--- config.mk ---
export PLATFORM = sky130hd
export DESIGN_NAME = lin_header_tx
export DESIGN_NICKNAME = d
export VERILOG_FILES = /design/src/rtl/lin_header_tx.sv
export SDC_FILE = /design/constraint.sdc
export NUM_CORES = 1
export LEC_CHECK = 0
export CORE_MARGIN = 2
export CORE_UTILIZATION = 52
export DETAILED_ROUTE_END_ITERATION = 8
export GPL_TIMING_DRIVEN = 0
export PLACE_DENSITY = 0.87
export RECOVER_POWER = 25
export SYNTH_ARGS = -nofsm -noshare
export SYNTH_HDL_FRONTEND = slang
export SYNTH_SLANG_ARGS = --single-unit
--- constraint.sdc ---
create_clock -name clk -period 2.54 [get_ports clk]
set_input_delay 0.381 -clock clk [delete_from_list [all_inputs] [get_ports clk]]
set_output_delay 0.381 -clock clk [all_outputs]
set_load 0.01 [all_outputs]
--- src/rtl/lin_header_tx.sv ---
// LIN master header transmitter: break, break delimiter, sync 0x55 and the
// protected identifier, serialised onto tx with one shared bit timer.
module lin_header_tx #(
  parameter int unsigned CLKS_PER_BIT = 16,
  parameter int unsigned BREAK_BITS   = 13,
  parameter int unsigned DELIM_BITS   = 1
) (
  input  logic       clk,
  input  logic       reset,
  input  logic       start,
  input  logic [5:0] frame_id,
  output logic       tx,
  output logic       busy,
  output logic       done,
  output logic [7:0] pid_out
);

  localparam int unsigned FIELD_BITS = 10;
  localparam int unsigned BIT_MAX_A  = (BREAK_BITS > FIELD_BITS) ? BREAK_BITS : FIELD_BITS;
  localparam int unsigned BIT_MAX    = (DELIM_BITS > BIT_MAX_A) ? DELIM_BITS : BIT_MAX_A;
  localparam int unsigned BCW        = $clog2(BIT_MAX + 1);
  localparam int unsigned CCW        = $clog2(CLKS_PER_BIT);

  localparam logic [7:0] SYNC_BYTE = 8'h55;

  localparam logic [2:0] S_IDLE  = 3'd0;
  localparam logic [2:0] S_BREAK = 3'd1;
  localparam logic [2:0] S_DELIM = 3'd2;
  localparam logic [2:0] S_SYNC  = 3'd3;
  localparam logic [2:0] S_PID   = 3'd4;

  logic [2:0]     state_q,   state_d;
  logic [CCW-1:0] clk_cnt_q, clk_cnt_d;
  logic [BCW-1:0] bit_cnt_q, bit_cnt_d;
  logic           tx_q,      tx_d;
  logic           busy_q,    busy_d;
  logic           done_q,    done_d;
  logic [7:0]     pid_q,     pid_d;

  logic           bit_end_c;
  logic           field_end_c;
  logic [BCW-1:0] bit_nxt_c;

  // Protected identifier: ID with two parity bits on top
  function automatic logic [7:0] calc_pid(input logic [5:0] id);
    logic p0;
    logic p1;
    p0 = id[0] ^ id[1] ^ id[2] ^ id[4];
    p1 = ~(id[1] ^ id[3] ^ id[4] ^ id[5]);
    return {p1, p0, id};
  endfunction

  // Bit idx of a UART-style byte frame: start 0, data LSB first, stop 1
  function automatic logic frame_bit(input logic [7:0] data, input logic [BCW-1:0] idx);
    logic [9:0] frame;
    frame = {1'b1, data, 1'b0} >> idx;
    return frame[0];
  endfunction

  assign bit_end_c   = (clk_cnt_q == CCW'(CLKS_PER_BIT - 1));
  assign field_end_c = (bit_cnt_q == BCW'(FIELD_BITS - 1));
  assign bit_nxt_c   = bit_cnt_q + BCW'(1);

  // Next-state, bit timing and tx level for the following cycle
  always_comb begin
    state_d   = state_q;
    clk_cnt_d = clk_cnt_q;
    bit_cnt_d = bit_cnt_q;
    tx_d      = tx_q;
    busy_d    = busy_q;
    done_d    = 1'b0;
    pid_d     = pid_q;

    if (state_q != S_IDLE) begin
      clk_cnt_d = bit_end_c ? '0 : clk_cnt_q + CCW'(1);
    end

    case (state_q)
      S_IDLE: begin
        tx_d      = 1'b1;
        busy_d    = 1'b0;
        clk_cnt_d = '0;
        bit_cnt_d = '0;
        if (start) begin
          pid_d   = calc_pid(frame_id);
          state_d = S_BREAK;
          busy_d  = 1'b1;
          tx_d    = 1'b0;
        end
      end
      S_BREAK: begin
        if (bit_end_c) begin
          if (bit_cnt_q == BCW'(BREAK_BITS - 1)) begin
            state_d   = S_DELIM;
            bit_cnt_d = '0;
            tx_d      = 1'b1;
          end else begin
            bit_cnt_d = bit_nxt_c;
          end
        end
      end
      S_DELIM: begin
        if (bit_end_c) begin
          if (bit_cnt_q == BCW'(DELIM_BITS - 1)) begin
            state_d   = S_SYNC;
            bit_cnt_d = '0;
            tx_d      = frame_bit(SYNC_BYTE, '0);
          end else begin
            bit_cnt_d = bit_nxt_c;
          end
        end
      end
      S_SYNC: begin
        if (bit_end_c) begin
          if (field_end_c) begin
            state_d   = S_PID;
            bit_cnt_d = '0;
            tx_d      = frame_bit(pid_q, '0);
          end else begin
            bit_cnt_d = bit_nxt_c;
            tx_d      = frame_bit(SYNC_BYTE, bit_nxt_c);
          end
        end
      end
      S_PID: begin
        if (bit_end_c) begin
          if (field_end_c) begin
            state_d   = S_IDLE;
            bit_cnt_d = '0;
            tx_d      = 1'b1;
            busy_d    = 1'b0;
            done_d    = 1'b1;
          end else begin
            bit_cnt_d = bit_nxt_c;
            tx_d      = frame_bit(pid_q, bit_nxt_c);
          end
        end
      end
      default: begin
        state_d   = S_IDLE;
        clk_cnt_d = '0;
        bit_cnt_d = '0;
        tx_d      = 1'b1;
        busy_d    = 1'b0;
      end
    endcase
  end

  // State and output registers; reset aborts any header in flight
  always_ff @(posedge clk) begin
    if (!reset) begin
      state_q   <= S_IDLE;
      clk_cnt_q <= '0;
      bit_cnt_q <= '0;
      tx_q      <= 1'b1;
      busy_q    <= 1'b0;
      done_q    <= 1'b0;
      pid_q     <= '0;
    end else begin
      state_q   <= state_d;
      clk_cnt_q <= clk_cnt_d;
      bit_cnt_q <= bit_cnt_d;
      tx_q      <= tx_d;
      busy_q    <= busy_d;
      done_q    <= done_d;
      pid_q     <= pid_d;
    end
  end

  assign tx      = tx_q;
  assign busy    = busy_q;
  assign done    = done_q;
  assign pid_out = pid_q;

endmodule

[After elaboration in Yosys (flattened, before gate mapping)]
Index checks and enable logic that the tools add are counted.
W data, S select, Z words.
Storage, ports and cells
  register bits: 22
  bits of input ports: 9
  output and inout bits: 11
  logic and storage cells: 82
Operators by class
  add/subtract/negate cells: 2
  equality and inequality tests: 17
  shifts and indexed selects: 2
  mux-type cells: 33
  bitwise gates (word level): 8
  reduce and logical (&&, ||, !) cells: 13
Operator list (count)
  $mux W4: 7
  $mux W3: 9
  $ne A2 B2 Y1 const B: 9
  $pmux W3 S5: 1
  $mux W1: 13
  $eq A4 B4 Y1 const B: 3
  $pmux W4 S3: 1
  $shr A10 B4 Y1: 1
  $shr A10 B4 Y1 const A: 1
  $reduce_and A3 Y1: 3
  $reduce_and A9 Y1: 1
  $add A4 B1 Y4 const B: 2
  $eq A3 B2 Y1 const B: 2
  $reduce_and A6 Y1: 1
  $xor A1 B1 Y1: 6
  $pmux W1 S5: 1
  $logic_not A4 Y1: 1
  $reduce_and A2 Y1: 2
  $reduce_or A4 Y1: 1
  $eq A3 B1 Y1 const B: 1
  $eq A3 B3 Y1 const B: 1
  $logic_not A3 Y1: 1
  $pmux W1 S3: 1
  $reduce_bool A3 Y1: 1
  other kinds (4): 5

[Longest topological paths before layout]
  depth after elaboration: 5
  mapped depth: 8
  mapped depth without buffers: 7

[Worst setup path after synthesis]
Ideal clock, no wire load.
  path type: register -> register
  start: reg bit_cnt_q[0]
  end: reg tx_q (netlist: tx)
  setup time: 0.133 ns
  arrival: 1.851 ns
  data required time: 2.407 ns
  slack: 0.556 ns
  cell stages (with the launch flop): 8
  buffers on the path: 1
  period minus slack after synthesis: 1.984 ns
  path through: dfxtp_1 > clkbuf_1 > inv_1 > ha_1 > mux4_2 > mux2i_1 > o21a_1 > o21ai_0
On the way
  word-level cells in the longest chain between the ends: 5
  elaborated cells on any way between the ends: 14
  classes of those cells: add/sub: 1; eq/ne: 4; shift: 2; mux: 5; reduce/logical: 2
RTL lines
  start, declared: RTL line 34  | logic [BCW-1:0] bit_cnt_q, bit_cnt_d;
  start signal, assigned: RTL line 162  | bit_cnt_q <= bit_cnt_d;
  $add A4 B1 Y4: RTL line 62  | assign bit_nxt_c = bit_cnt_q + BCW'(1);
  $shr A10 B4 Y1: RTL line 56  | frame = {1'b1, data, 1'b0} >> idx;
  $mux W1, on equally long branches: RTL line 127, 115
  $mux W1, on equally long branches: RTL line 126, 114
  $pmux W1 S5: RTL line 78  | case (state_q)
  end signal, assigned: RTL line 163  | tx_q <= tx_d;
  end, declared: RTL line 35  | logic tx_q, tx_d;
Several ways; a longest one is shown, not always the timed one. The select of a mux whose other input is x is not followed.
A chain may end at the register's enable or synchronous reset.

[Final worst setup path]
  start: reg bit_cnt_q[0]
  end: reg bit_cnt_q[2]
On the way
  word-level cells in the longest chain between the ends: 4
  elaborated cells on any way between the ends: 11
  classes of those cells: add/sub: 1; eq/ne: 2; mux: 7; reduce/logical: 1
RTL lines (RTL line)
  $add A4 B1 Y4 (tied with other cells): 62
  $mux W4, on equally long branches
  $mux W4, on equally long branches: 126, 103, 92
  $pmux W4 S3 (*): 78
Every way passes the cells marked *; elsewhere a longest branch is shown, timed or not. The select of a mux whose other input is x is not followed.

==> out/metrics.csv <==
stage,metric,value,unit
final_layout,nets,189,
critical_path,r2r endpoint,bit_cnt_q[2]$_SDFFE_PN0P_,
timing,worst slew pin tran,0.606,ns
timing,slew margin rel.,59.3,%
floorplanning,IO Pins,20,
clock_network,Root Buffer Master,clkbuf_4,
logic_synthesis,mapped cell area,1340,um^2
clock_network,Hold Buf Count CTS,0,
timing,Final Max Slew Viols,0,
timing,crit path time final,2.31,ns
final_layout,Filler Cells Inserted,210,
logic_synthesis,Yosys warning count,0,
final_layout,"most common cell after layout, fill and taps aside",dfxtp_1,
critical_path,Startpoint Class,flop,
clock_network,later-pin clock latency in the skew report,0.31,ns
routing,1st-iter DRT viols,28,
final_layout,diode count,0,
clock_network,postcts setup bufs,0,
logic_synthesis,Synth Register Bits,22,
clock_network,Longest Clk Path Bufs,2,
floorplanning,Die ar.,3000,um^2
floorplanning,initial core utilization,54.6,%
global_route,vias in the first global route,1097,
timing,"Period Utilization, post-route",90.9,%
timing,Fin. Hold Viols,0,
clock_network,CTS Buf Count,3,
routing,1st-pass router iterations,4,
final_layout,fin cells,204,
logic_synthesis,Async SR Flop Fraction,0,%
clock_network,Sink Count,22,
critical_path,CP startpoint,bit_cnt_q[0]$_SDFFE_PN0P_,
placed_design,GPL Wtd Cong,0.830,
min_path,Hold Path Class,reg2reg,
critical_path,CP Capture Type,flop,
final_layout,"Non-Filler Cell Area, Final",1580,um^2
logic_synthesis,cell taking the most area after synthesis,dfxtp_1,
power,P per Cell Area,650,nW/um^2
critical_path,CP Class,reg2reg,
global_route,initial antenna violation count,0,
logic_synthesis,post-synth top area share,32.8,%
placed_design,dpl cell area,1570,um^2
logic_synthesis,Post-synth EDFFs,0,
logic_synthesis,Mapped Cells,152,
global_route,total grt overflow,0,
clock_network,CTS tree,built,
critical_path,r2r startpoint,bit_cnt_q[0]$_SDFFE_PN0P_,
timing,endpoints failing setup,0,
min_path,worst hold endpoint,pid_out[5]$_SDFFE_PN0P_,
critical_path,Reg2Reg Setup Slack,0.23,ns
power,Max rail drop VDD,523,uV
final_layout,FF+latch area,440,um^2
logic_synthesis,post-synth cell types,46,
global_route,first-pass GRT wire length,4.71,mm
global_route,largest net degree at the start of global routing,12,
min_path,Hold Path Depth,2,
timing,WHS,0.487,ns
final_layout,Layout area overhead,18.0,%
logic_synthesis,Synth area leaders,"dfxtp_1 33%, nand2_1 5.9%, xnor2_1 5.2%",
final_layout,Post-Route Utilization,64.5,%
critical_path,CP max stage cell,dfxtp_1,
routing,via count,1191,
routing,WL/cell,14.5,um
placed_design,cell count after placement,201,
timing,fmax,433,MHz
timing,RSZ-0062 raised after global routing,no,
logic_synthesis,Mapped Avg Cell Area,8.82,um^2
clock_network,H-tree Lvls,1,
routing,drt drc,0,
timing,Clock Skew,0.00905,ns
placed_design,HPWL Detailed,2.22,mm
floorplanning,Core Area,2450,um^2
floorplanning,Die H,54.8,um
power,total power,1.03,mW
floorplanning,Die Width,54.8,um
placed_design,count of buffers from port buffering,19,
critical_path,Required @ worst endpoint,2.78,ns
routing,Vias/cell,5.84,
power,leakage power,0.558,nW
logic_synthesis,post-synthesis sequential area ratio,32.8,%
clock_network,PostCTS Resize Cnt,0,
final_layout,multi-input logic area,800,um^2
clock_network,"Clk pin slew, worst setup/hold paths",0.11,ns
global_route,GRT Total Usage,22.1,%
final_layout,"commonest cells after routing, fill and taps aside","22 x dfxtp_1, 21 x nand2_1, 16 x clkdlybuf4s50_1",
run_status,status,"finished, final reports clean",
logic_synthesis,main flop type after synthesis,dfxtp_1,
logic_synthesis,syn nets,165,
timing,PnR worst setup slack,0.230,ns
final_layout,share of cells above drive strength 1,11.5,%
critical_path,Worst R2R Path Depth,8,
critical_path,CP peak stage delay,0.38,ns
critical_path,critical path arrival,2.55,ns
placed_design,"worst slack, placed",0.280,ns
critical_path,critical path peak fanout,9,
floorplanning,num rows,18,
job,Max-Cap Viols,0,
min_path,hold_sp,pid_out[5]$_SDFFE_PN0P_,
routing,routed wire length,2.96,mm
timing,Sum Neg Setup Slack,0,ns
critical_path,worst path cell trace,"clkbuf_1, inv_1, ha_1, and4b_2, nor4_4, o21a_2, nand3b_1, a31oi_1",
routing,Detail Route Antenna Nets,0,
## sequential cells by signal (all words and copies together), names as in the netlist
signal,flops
bit_cnt_q,4
clk_cnt_q,4
state_q,3
tx,1
pid_out,8
done,1
busy,1
## kinds of logic (layout without fill, tap and decap cells)
kind of cell               count (synthesis)  in the layout  synth area share, %
xor gates and xnor gates                  10             10                 6.53
and+or+nand+nor                           63             63                 27.2
AOI/OAI and AO/OA                         33             33                 17.1
DFF                                       22             22                 32.8
buffers and inverters                     14             36                 7.18
muxes                                      6              6                 5.41
adders and majority gates                  4              4                 3.73
## final cells by class
type / instances / area share [%]
plain buffers: 9 / 4.66
clock buffers: 3 / 1.42
inverters: 5 / 1.19
multi-input cells: 116 / 50.5
flip-flops and latches: 22 / 27.8
well taps: 30 / 2.37
repair buffers: 19 / 12.0
## cell usage after synthesis, types with 2 or more instances
cell	number
a211oi_1	2
a21boi_0	3
a21oi_1	9
a22oi_1	2
a31oi_1	2
and2_1	2
buf_2	2
buf_6	3
dfxtp_1	22
ha_1	4
inv_1	5
mux2i_1	5
nand2_1	21
nand2b_1	2
nand3_1	2
nand3b_1	3
nor2_1	12
nor2b_1	2
nor3_1	5
nor3b_1	3
nor4_4	2
o21a_1	2
o21ai_0	5
or3_1	2
xnor2_1	8
xor2_1	2
## layer usage
layer / up-vias / track usage, % / share of wire (%)
met5: - / 0 / 0
met4: 0 / 7.92 / 1.7
met3: 8 / 3.83 / 4.3
met2: 39 / 40.7 / 51
met1: 567 / 25.2 / 43
li1: 577 / - / -
## how the worst max path moves through the flow
stage	end	cells past startpoint
2_1_floorplan	tx$_SDFFE_PN1P_	7
3_3_place_gp	tx$_SDFFE_PN1P_	7
3_5_place_dp	tx$_SDFFE_PN1P_	7
4_1_cts	bit_cnt_q[2]$_SDFFE_PN0P_	8
5_1_grt	tx$_SDFFE_PN1P_	7
6_report	bit_cnt_q[2]$_SDFFE_PN0P_	8
## worst max-delay path: cells and delay by family, from the launching register on
kind | cells | cell delay (ns)
AND/OR/NAND/NOR | 3 | 0.72
buffers and inverters | 2 | 0.45
AO/OA/AOI/OAI | 2 | 0.43
flip-flops | 1 | 0.38
adder cells (fa/ha/maj) | 1 | 0.27
## report_power, final
part	switching, mW	internal [mW]	leakage [nW]	total, mW
clock	0.104	0.0553	0.0138	0.160
combinational	0.232	0.206	0.365	0.438
sequential	0.0381	0.393	0.179	0.431
total	0.374	0.655	0.558	1.03
No activity file was read; power rests on OpenSTA's default activity.
